### src/rtl/if_stage_fetch_queue_if.sv
// Instruction-memory read bus between the fetch stage (master) and a
// synchronous read-only instruction memory (slave). The memory returns
// rdata one cycle after a cycle in which req was high.
interface if_stage_fetch_queue_if #(
    parameter int PC_WIDTH    = 8,
    parameter int INSTR_WIDTH = 32
);
    logic                   req;
    logic [PC_WIDTH-1:0]    addr;
    logic [INSTR_WIDTH-1:0] rdata;

    modport master (
        output req,
        output addr,
        input  rdata
    );

    modport slave (
        input  req,
        input  addr,
        output rdata
    );
endinterface

### src/rtl/if_stage_fetch_queue.sv
// Instruction fetch stage: PC generation, synchronous instruction-memory
// fetch with one-cycle latency, a QUEUE_DEPTH-entry fetch queue that
// decouples memory latency from ID stalls, and the IF/ID pipeline register.
// Branch redirect flushes the queue and drops any in-flight response.
module if_stage_fetch_queue #(
    parameter int              PC_WIDTH    = 8,
    parameter int              INSTR_WIDTH = 32,
    parameter int              PC_INC      = 4,
    parameter logic [PC_WIDTH-1:0] RESET_PC = '0,
    parameter int              QUEUE_DEPTH = 4
) (
    input  logic                            clk,
    input  logic                            rst,
    input  logic                            BranchTaken,
    input  logic [PC_WIDTH-1:0]             BranchTarget,
    input  logic                            ID_Stall,
    if_stage_fetch_queue_if.master          imem,
    output logic [INSTR_WIDTH-1:0]          IF_ID_Instruction,
    output logic [PC_WIDTH-1:0]             IF_ID_PC,
    output logic                            IF_ID_Valid,
    output logic [$clog2(QUEUE_DEPTH):0]    q_count
);

    localparam int PW = $clog2(QUEUE_DEPTH);
    localparam int CW = PW + 1;
    localparam logic [PC_WIDTH-1:0] INC   = PC_WIDTH'(PC_INC);
    localparam logic [CW:0]         DEPTH = (CW + 1)'(QUEUE_DEPTH);

    // Architectural state
    logic [PC_WIDTH-1:0]    fetch_pc_reg,      fetch_pc_next;
    logic                   inflight_v_reg,    inflight_v_next;
    logic [PC_WIDTH-1:0]    inflight_addr_reg, inflight_addr_next;
    logic [PW-1:0]          head_reg,          head_next;
    logic [PW-1:0]          tail_reg,          tail_next;
    logic [CW-1:0]          count_reg,         count_next;
    logic [INSTR_WIDTH-1:0] if_id_instr_reg,   if_id_instr_next;
    logic [PC_WIDTH-1:0]    if_id_pc_reg,      if_id_pc_next;
    logic                   if_id_valid_reg,   if_id_valid_next;

    // Queue storage: instruction word plus its return PC (address + PC_INC)
    logic [INSTR_WIDTH-1:0] q_instr_mem [QUEUE_DEPTH];
    logic [PC_WIDTH-1:0]    q_pc_mem    [QUEUE_DEPTH];

    logic                   req;
    logic                   push_en;
    logic                   pop_en;
    logic [PC_WIDTH-1:0]    push_pc;

    // Credit check uses registered occupancy only, so a push can never
    // overflow even when the queue is not popped in the response cycle.
    always_comb begin
        req = !rst &&
              (({1'b0, count_reg} + {{CW{1'b0}}, inflight_v_reg}) < DEPTH);
    end

    assign imem.req  = req;
    assign imem.addr = fetch_pc_reg;
    assign push_pc   = inflight_addr_reg + INC;

    // Next-state logic: branch flush has priority over push, pop and stall
    always_comb begin
        fetch_pc_next      = fetch_pc_reg;
        inflight_v_next    = inflight_v_reg;
        inflight_addr_next = inflight_addr_reg;
        head_next          = head_reg;
        tail_next          = tail_reg;
        count_next         = count_reg;
        if_id_instr_next   = if_id_instr_reg;
        if_id_pc_next      = if_id_pc_reg;
        if_id_valid_next   = if_id_valid_reg;
        push_en            = 1'b0;
        pop_en             = 1'b0;

        if (BranchTaken) begin
            // Any request issued this cycle is dropped with the in-flight slot
            fetch_pc_next    = BranchTarget;
            inflight_v_next  = 1'b0;
            head_next        = '0;
            tail_next        = '0;
            count_next       = '0;
            if_id_valid_next = 1'b0;
            if_id_instr_next = '0;
        end else begin
            push_en = inflight_v_reg;
            pop_en  = !ID_Stall && (count_reg != '0);

            if (req) begin
                fetch_pc_next      = fetch_pc_reg + INC;
                inflight_v_next    = 1'b1;
                inflight_addr_next = fetch_pc_reg;
            end else begin
                inflight_v_next    = 1'b0;
            end

            if (push_en) begin
                tail_next = tail_reg + PW'(1);
            end

            if (!ID_Stall) begin
                if (pop_en) begin
                    head_next        = head_reg + PW'(1);
                    if_id_instr_next = q_instr_mem[head_reg];
                    if_id_pc_next    = q_pc_mem[head_reg];
                    if_id_valid_next = 1'b1;
                end else begin
                    // Empty queue: inject a bubble, keep the last PC
                    if_id_instr_next = '0;
                    if_id_valid_next = 1'b0;
                end
            end

            case ({push_en, pop_en})
                2'b10:   count_next = count_reg + CW'(1);
                2'b01:   count_next = count_reg - CW'(1);
                default: count_next = count_reg;
            endcase
        end
    end

    // State register with synchronous reset taking priority over branch
    always_ff @(posedge clk) begin
        if (rst) begin
            fetch_pc_reg      <= RESET_PC;
            inflight_v_reg    <= 1'b0;
            inflight_addr_reg <= '0;
            head_reg          <= '0;
            tail_reg          <= '0;
            count_reg         <= '0;
            if_id_instr_reg   <= '0;
            if_id_pc_reg      <= '0;
            if_id_valid_reg   <= 1'b0;
        end else begin
            fetch_pc_reg      <= fetch_pc_next;
            inflight_v_reg    <= inflight_v_next;
            inflight_addr_reg <= inflight_addr_next;
            head_reg          <= head_next;
            tail_reg          <= tail_next;
            count_reg         <= count_next;
            if_id_instr_reg   <= if_id_instr_next;
            if_id_pc_reg      <= if_id_pc_next;
            if_id_valid_reg   <= if_id_valid_next;
        end
    end

    // Queue write port: the memory response lands at the tail slot
    always_ff @(posedge clk) begin
        if (!rst && push_en) begin
            q_instr_mem[tail_reg] <= imem.rdata;
            q_pc_mem[tail_reg]    <= push_pc;
        end
    end

    assign IF_ID_Instruction = if_id_instr_reg;
    assign IF_ID_PC          = if_id_pc_reg;
    assign IF_ID_Valid       = if_id_valid_reg;
    assign q_count           = count_reg;

endmodule

### src/flat_wrapper.sv
// flat-port wrapper written by rule: the top's interface ports become plain ports
module if_stage_fetch_queue_flat 
#(
    parameter int              PC_WIDTH    = 8,
    parameter int              INSTR_WIDTH = 32,
    parameter int              PC_INC      = 4,
    parameter logic [PC_WIDTH-1:0] RESET_PC = '0,
    parameter int              QUEUE_DEPTH = 4
)
  (clk, rst, BranchTaken, BranchTarget, ID_Stall, IF_ID_Instruction, IF_ID_PC, IF_ID_Valid, q_count, imem_req, imem_addr, imem_rdata);
  if_stage_fetch_queue_if #(.PC_WIDTH(PC_WIDTH), .INSTR_WIDTH(INSTR_WIDTH)) imem_i ();
  input  logic clk;
  input  logic rst;
  input  logic BranchTaken;
  input  logic [PC_WIDTH-1:0] BranchTarget;
  input  logic ID_Stall;
  output logic [INSTR_WIDTH-1:0] IF_ID_Instruction;
  output logic [PC_WIDTH-1:0] IF_ID_PC;
  output logic IF_ID_Valid;
  output logic [$clog2(QUEUE_DEPTH):0] q_count;
  output wire logic [$bits(imem_i.req)-1:0] imem_req;
  output wire logic [$bits(imem_i.addr)-1:0] imem_addr;
  input wire logic [$bits(imem_i.rdata)-1:0] imem_rdata;
  assign imem_req = imem_i.req;
  assign imem_addr = imem_i.addr;
  assign imem_i.rdata = imem_rdata;
  if_stage_fetch_queue #(.PC_WIDTH(PC_WIDTH), .INSTR_WIDTH(INSTR_WIDTH), .PC_INC(PC_INC), .RESET_PC(RESET_PC), .QUEUE_DEPTH(QUEUE_DEPTH)) u_core (.clk(clk), .rst(rst), .BranchTaken(BranchTaken), .BranchTarget(BranchTarget), .ID_Stall(ID_Stall), .imem(imem_i), .IF_ID_Instruction(IF_ID_Instruction), .IF_ID_PC(IF_ID_PC), .IF_ID_Valid(IF_ID_Valid), .q_count(q_count));
endmodule
### config.mk
export PLATFORM = sky130hd
export DESIGN_NAME = if_stage_fetch_queue_flat
export DESIGN_NICKNAME = d
export VERILOG_FILES = /design/src/rtl/if_stage_fetch_queue_if.sv /design/src/rtl/if_stage_fetch_queue.sv /design/src/flat_wrapper.sv
export SDC_FILE = /design/constraint.sdc
export NUM_CORES = 1
export LEC_CHECK = 0
export ABC_AREA = 1
export BUFFER_PORTS_ARGS = -buffer_cell sky130_fd_sc_hd__buf_4
export CAP_MARGIN = 20
export CORE_UTILIZATION = 58
export CTS_CLUSTER_DIAMETER = 60
export DETAILED_ROUTE_END_ITERATION = 8
export GPL_ROUTABILITY_DRIVEN = 0
export PLACE_DENSITY = 0.79
export SYNTH_ARGS = -nofsm -noshare
export SYNTH_HDL_FRONTEND = slang
export SYNTH_SLANG_ARGS = --single-unit
### constraint.sdc
create_clock -name clk -period 3.4 [get_ports clk]
set_input_delay 0.34 -clock clk [delete_from_list [all_inputs] [get_ports clk]]
set_output_delay 0.34 -clock clk [all_outputs]
set_load 0.1 [all_outputs]
Word-level counts from Yosys, hierarchy flattened

Memory sizes are Yosys's and may differ from the RTL's. A register that Yosys moved wholly into a read port is not among the register bits.
Cells that the tools add are included.

Register bits after elaboration: 57
Bits in latches: 0
Memory bits (writable): 160
Bits in read-only memories: 0
Input bits: 44
Output and inout port bits: 53
Memories: 2

Add/sub/neg operators: 7
Multiply operators: 0
Divide/modulo/power cells: 0
Magnitude comparators: 1
Equal/unequal tests: 2
Shift operators: 0
Multiplexer cells: 11
Bitwise logic cells: 2
Reduce and logical (&&, ||, !) cells: 12

Memory list:

| name               | words | width | read ports | clocked after Yosys merged registers in | write ports | RTL line                   | RTL |
|---|---|---|---|---|---|---|---|
| u_core.q_instr_mem | 4     | 32    | 1          | 1                                       | 1           | if_stage_fetch_queue.sv:41 | `logic [INSTR_WIDTH-1:0] q_instr_mem [QUEUE_DEPTH];` |
| u_core.q_pc_mem    | 4     | 8     | 1          | 1                                       | 1           | if_stage_fetch_queue.sv:42 | `logic [PC_WIDTH-1:0] q_pc_mem [QUEUE_DEPTH];` |

Operators with widths:

| kind                  | number |
|---|---|
| $mux W32              | 1 |
| $add A8 B3 Y8 const B | 2 |
| $mux W8               | 2 |
| $pmux W3 S2           | 1 |
| $mux W1               | 5 |
| $add A2 B1 Y2 const B | 2 |
| $add A3 B1 Y4         | 1 |
| $lt A4 B3 Y1 const B  | 1 |
| $mux W2               | 2 |
| $reduce_and A2 Y1     | 2 |
| $reduce_bool A2 Y1    | 2 |
| $add A3 B1 Y3 const B | 1 |
| $logic_and A1 B1 Y1   | 3 |
| $reduce_and A3 Y1     | 1 |
| $reduce_bool A3 Y1    | 1 |
| $sub A3 B1 Y3 const B | 1 |
| $eq A2 B1 Y1 const B  | 1 |
| $eq A2 B2 Y1 const B  | 1 |
| $logic_not A1 Y1      | 2 |
| $not A1 Y1            | 2 |
| $reduce_or A2 Y1      | 1 |

Depth between registers and ports, before layout

Gate-level depths: netlist (run 1).

Depth in word-level cells: 5
Gate-level depth with buffers: 11
Mapped depth without buffers: 10

Worst setup path after synthesis (run 1)

OpenSTA, ideal clock, no wires.

Kind: input to register
From: in rst
To: mem u_core.q_instr_mem[0][0] (enable)
Arrival: 2.458 ns
Data required time: 2.963 ns
Setup slack: 0.505 ns
Stages: 4
Buffers on the path: 1
Path through: buf_6 nor2_2 nand2_1 nor2_1

Cells in the longest elaborated chain, start to end: 4

Ends and longest elaborated chain:

| what                          | RTL line                    | RTL |
|---|---|---|
| from (decl)                   | flat_wrapper.sv:13          | `input logic rst;` |
| $logic_not A1 Y1              | if_stage_fetch_queue.sv:147 | `if (!rst && push_en) begin` |
| $logic_and A1 B1 Y1           | if_stage_fetch_queue.sv:147 |  |
| $mux W1                       | if_stage_fetch_queue.sv:147 |  |
| $mux W1 (not written as such) | if_stage_fetch_queue.sv:148 | `q_instr_mem[tail_reg] <= imem.rdata;` |
| to (decl)                     | if_stage_fetch_queue.sv:41  |  |

Every way passes these cells.

Final worst setup path (run 1)

From: reg u_core.count_reg[0] (netlist: u_core.q_count[0])
To: reg u_core.count_reg[2] (netlist: u_core.q_count[2])

Cells in the longest elaborated chain, start to end: 4
Elaborated cells between the ends (all ways): 8

Ends and longest elaborated chain:

| what                                                  | RTL line                    | RTL |
|---|---|---|
| from (decl)                                           | if_stage_fetch_queue.sv:35  | `logic [CW-1:0] count_reg, count_next;` |
| from (signal assigned)                                | if_stage_fetch_queue.sv:138 | `count_reg <= count_next;` |
| branches (longest 4 deep; another with $sub A3 B1 Y3) | --                          |  |

Parallel ways; which one is timed is not known.
A chain may end at the register's enable or synchronous reset.

==> out/results.ini, run 1 <==
[status]
outcome = finished clean

[clock_network]
clk_latency_ps = 510
cts_tree = done
root_buffer = clkbuf_16
clk_pin_slew_ps = 60
clk_path_buf_depth = 3
cts_setup_buffers = 0
post_cts_resized = 0
numCtsBuffers = 23
cts_sinks = 227
postCtsHoldBufs = 0
cts_max_level = 1

[sta]
tightest_slew_ps = 902.9
setup_tns_ps = 0
clock.fmax_ghz = 0.4650
period_needed_ps = 2150
report.final.slew_viol_count = 0
period_share_pct = 63.25
skew_ps = 11.77
max_slew_margin_pct = 39.81
finalSetupViolCount = 0
finalHoldViolations = 0
rsz0062_at_grt = false

[min_path]
hold_path_depth = 1
hold_path_class = input pin to flop

[drt]
post_drt_wl_per_cell_um = 15.75
wirelength_mm = 17.92
final_antenna_net_count = 0
remaining_drc_errors = 0
drt-pass1-iter-count = 5
viasPerCell = 5.442
drtIter0Drc = 534
num_vias = 6193

[synth]
yosysWarningCount = 0
ys_top_cells_by_area = edfxtp_1 (54%), dfxtp_1 (15%), nand2_1 (6.7%), nor2_1 (6.4%), o21ai_0 (5.1%)
synth_compound_area_share_pct = 9.253
ys_seq_elements = 227
muxShareOfSynthArea_pct = 0
synthCells = 845
syn-num-nets = 897
avgSynthCellArea_um2 = 10.61
post_synth_and_or_nand_nor_area_fraction_pct = 14.77
synth_edf_count = 160
synth_top_area_share_pct = 53.59
netlist_area_um2 = 8965
synthXorXnorAreaFrac_pct = 0.5862
ys_dominant_reg_cell = edfxtp_1
yosys-top-cells-count = edfxtp_1 (160), nand2_1 (160), nor2_1 (154)
yosys.area.top_type = edfxtp_1
ys_seq_area_share_pct = 68.56
synth_cell_types = 31
synthAdderAreaFrac_pct = 1.200
synth_top_family_by_area = simple AND/OR/NAND/NOR gates
async_reset_ff_share_pct = 0

[global_routing]
grt_pass1_vias = 5969
grt-busiest-layer = met2
grtUsageMet1_pct = 29.47
grt_first_pass_wirelength_mm = 29.15
antenna_found_initial = 0
use_met2_pct = 39.62
grt_max_degree = 97
grt_usage_pct = 23.19
grt_overflow = 0
met3_usage_pct = 3.248

[place]
dpl.hpwl_mm = 10.56
place_area_um2 = 9739
io_buffers = 96

[worst_setup_path]
worst-endpoint-required_ps = 3780
start_kind = flop
crit_path_end_kind = flop
r2r_cells = 10
worst_ep_arrival_time_ps = 2530
critical_path_class = flop to flop
cp_max_fo = 37

[finish]
drive_gt1_share_pct = 16.21
fillers = 1106
area_growth_pct = 16.69
largest_reg_flops = 128
layout.nets = 985
regMostFlops = u_core.q_instr_mem
fin_area_um2 = 10460
diodes = 0

[floorplan]
core_um2 = 15150
dieArea_um2 = 15960
die_y_um = 126.3
fp.dieW_um = 126.3
rows = 45
start_util_pct = 59.19
top_level_ports = 97

[power_and_ir_drop]
power_density_nw_per_um2 = 549.8
p_leak_nw = 4.021
ir_drop_uv = 468.7

[run]
drv_cap = 0

==> path summary, 6_finish.rpt <==
path,startpoint,end,slack [ps]
max,u_core.q_count[0]$_SDFFE_PP0P_,u_core.q_count[2]$_SDFFE_PP0P_,1250
min,imem_rdata[28],u_core.q_instr_mem[2][28]$_DFFE_PP_,30
max reg2reg,u_core.q_count[0]$_SDFFE_PP0P_,u_core.q_count[2]$_SDFFE_PP0P_,1250
min reg2reg,u_core.IF_ID_Instruction[18]$_SDFFE_PP0N_,u_core.IF_ID_Instruction[18]$_SDFFE_PP0N_,460
==> cell usage in the layout, fill, tap and decap left out <==
cell	n
o21ai_1	20
nand2_4	1
nor2_2	1
clkinv_2	2
dfxtp_2	2
clkbuf_8	1
clkbuf_16	23
ha_1	7
nand3_2	1
nor2_4	7
nor2_1	150
xor2_1	6
nand4_1	1
bufinv_16	1
a21oi_1	49
inv_2	4
o21bai_1	1
a21oi_2	1
o21ai_0	92
nand2_2	2
dfxtp_1	65
clkinv_1	6
nand3_1	12
inv_1	58
nand2_1	160
clkbuf_1	6
inv_4	1
inv_8	1
inv_6	1
buf_12	1
clkinvlp_4	1
nor3_1	1
fa_1	1
edfxtp_1	160
buf_4	103
a211oi_1	1
==> critical path: stages, from the launching register on <==
cell and delay [ps]:
dfxtp_1 350, inv_1 100, nand3_1 90, nand2_2 150
inv_4 180, ha_1 290, fa_1 390, a21oi_1 140
o21ai_0 120, o21ai_0 170, a21oi_1 60
==> metal layers <==
metal | share of wire (%) | wire length [um] | vias up
met2 | 49 | 8825 | 215
met5 | 0 | 0 | -
met3 | 5.2 | 934 | 51
met1 | 42 | 7457 | 2933
met4 | 3.9 | 702 | 0
li1 | - | - | 2994
==> per-stage QoR <==
stage	hold WS [ps]	worst slack [ps]	std cells	power, W	utilization, %
after global routing	22.98	1035	1138	0.005933	69.07
after detailed placement	455.9	1056	1095	0.003462	64.30
after global placement	451.0	1132	1095	0.003454	64.30
final	34.17	1250	1138	0.005752	69.07
after CTS	23.67	1211	1137	0.005791	68.94
after floorplan	438.9	504.6	845	0.003341	-
==> power breakdown <==
part | internal, W | switching, W
logic | 0.000101 | 0.000281
registers | 0.00299 | 0.0000277
clock network | 0.00135 | 0.000999
==> kinds of logic (layout without fill, tap and decap cells) <==
group,after synthesis,in the layout
AO/OA/AOI/OAI,164,164
XOR/XNOR,6,6
adder cells (fa/ha/maj),8,8
buffers and inverters,104,209
flip-flops,227,227
AND/OR/NAND/NOR,336,336
==> cell type report <==
cell class / instances / area (um^2) / share of cell area, %
clock buffer: 30 / 611.8 / 5.849
sequential: 227 / 6148 / 58.77
tap: 188 / 235.2 / 2.249
inverter: 63 / 239.0 / 2.284
timing repair buffer: 104 / 793.3 / 7.583
multi-input combinational: 514 / 2344 / 22.40
clock inverter: 12 / 90.09 / 0.8611
(Power assumes the default switching activity.)
==> inputs of run 2 (changes only) <==
clock period = 2.2 ns   (was 3.4 ns; I/O delays follow)
==> run 2 against run 1 <==
Compared with the run above: first-iteration DRC count fell by 17%; via count rose by 0.78%; cell area rose by 4.8%; sequential share of layout area fell by 2.7 points; clock skew fell by 2.2 ps; wire length rose by 4.0%; non-clock buffer count rose by 39; utilization rose by 3.3 points; largest power group unchanged.
==> out/results.ini, run 2 (synthesized netlist as in run 1, its figures left out) <==
[finish]
diodes = 0
fillers = 1020
largest_reg_flops = 128
multi_input_area_um2 = 2344
seq_area_um2 = 6152
utilization_pct = 72.42
regMostFlops = u_core.q_instr_mem
drive_gt1_share_pct = 16.78
final_cell_mix = nand2_1 (160), edfxtp_1 (160), nor2_1 (150), buf_4 (102), o21ai_0 (91)
layout.nets = 1024
area_growth_pct = 22.34

[floorplan]
dieArea_um2 = 15960
top_level_ports = 97
die_y_um = 126.3
core_um2 = 15150
rows = 45
fp.dieW_um = 126.3
start_util_pct = 59.19

[drt]
remaining_drc_errors = 0
post_drt_wl_per_cell_um = 15.84
final_antenna_net_count = 0
drt-pass1-iter-count = 5
viasPerCell = 5.302
wirelength_mm = 18.64
drtIter0Drc = 441
num_vias = 6241

[power_and_ir_drop]
finalPower_w = 0.009204
ir_drop_uv = 734.6
power_density_nw_per_um2 = 839.1
p_leak_nw = 4.243

[sta]
rsz0062_at_grt = false
period_share_pct = 88.59
max_slew_margin_pct = 54.55
tightest_slew_ps = 680.7
period_needed_ps = 1949
setup_tns_ps = 0
finalSetupViolCount = 0
skew_ps = 9.569
report.final.slew_viol_count = 0
clock.fmax_ghz = 0.5131
finalHoldViolations = 0

[clock_network]
cts_sinks = 227
cts_tree = done
numCtsBuffers = 23
root_buffer = clkbuf_16
clk_latency_ps = 510
clk_pin_slew_ps = 70
clk_path_buf_depth = 3
cts_max_level = 1

[global_routing]
grt_max_degree = 97
antenna_found_initial = 0
grt_overflow = 0
grt_first_pass_wirelength_mm = 29.58
grt_pass1_vias = 5916
grt_usage_pct = 23.64

[worst_setup_path]
critical_path_class = flop to flop
worst_ep_arrival_time_ps = 2340
start_kind = flop
worst-endpoint-required_ps = 2590
cp_max_fo = 4
crit_path_end_kind = flop

[status]
outcome = finished clean

[min_path]
hold_path_class = input pin to flop

[place]
dpl.hpwl_mm = 10.73
io_buffers = 96

[run]
drv_cap = 0

==> run 2: cell types whose count changed in the layout (fill, tap and decap cells not counted), moves of 2 or more <==
| cell | before | now |
|---|---|---|
| buf_12 | 1 | 6 |
| clkbuf_1 | 6 | 4 |
| clkbuf_8 | 1 | 4 |
| clkinv_1 | 6 | 3 |
| clkinv_2 | 2 | 5 |
| dfxtp_1 | 65 | 62 |
| dfxtp_2 | 2 | 5 |
| dlygate4sd3_1 | 0 | 35 |
==> run 2: layer usage <==
layer	track usage, %	routed length (um)
met2	41.66	9632
met5	0	0
met1	30.62	7717
met4	6.662	327
met3	3.501	963
==> run 2: worst max-delay path, stage by stage (launching register included) <==
cell and delay, ps:
dfxtp_2 340, inv_1 100, nand3_1 100, nand2_2 150, inv_4 40, ha_1 210, fa_1 400, a21oi_1 170
o21ai_0 130, o21ai_1 140, a21oi_1 50
==> run 2: layout make-up <==
type                            instances  area share, %
Timing Repair Buffer                  143          11.27
Clock buffer                           31          5.886
Clock inverter                         11          1.061
Sequential cell                       227          56.09
Tap cell                              188          2.145
Inverter                               63          2.179
Multi-Input combinational cell        514          21.37
==> run 2: power breakdown <==
group	internal (W)	switching (W)	total (W)
Combinational	0.000202	0.000450	0.000652
Clock	0.00230	0.00158	0.00388
Sequential	0.00463	0.0000422	0.00467
==> run 2: timing repair <==
action,CTS,global route
endpoints found under the setup margin,0,1
hold endpoints to repair,136,0
hold buffers,35,0
buffers inserted,0,0
gates resized for setup,0,1
==> run 2: stage by stage <==
step,instances,area (um^2),hold slack [ps],setup slack (ps)
2_1_floorplan,845,8969,318.9,-575.4
3_3_place_gp,1100,9856,423.7,361.0
3_5_place_dp,1100,9856,426.1,256.1
4_1_cts,1177,10970,12.30,239.7
5_1_grt,1177,10970,54.36,45.28
6_report,1177,10970,51.14,250.9
==> run 2: path summary, 6_finish.rpt <==
path                                              from                                         to  cells past startpoint  slack [ps]
max                     u_core.q_count[0]$_SDFFE_PP0P_             u_core.q_count[2]$_SDFFE_PP0P_                     10         250
min                                    BranchTarget[6]           u_core.imem.addr[6]$_SDFFE_PP0P_                      5          50
max reg2reg             u_core.q_count[0]$_SDFFE_PP0P_             u_core.q_count[2]$_SDFFE_PP0P_                     10         250
min reg2reg  u_core.IF_ID_Instruction[24]$_SDFFE_PP0N_  u_core.IF_ID_Instruction[24]$_SDFFE_PP0N_                      2         460
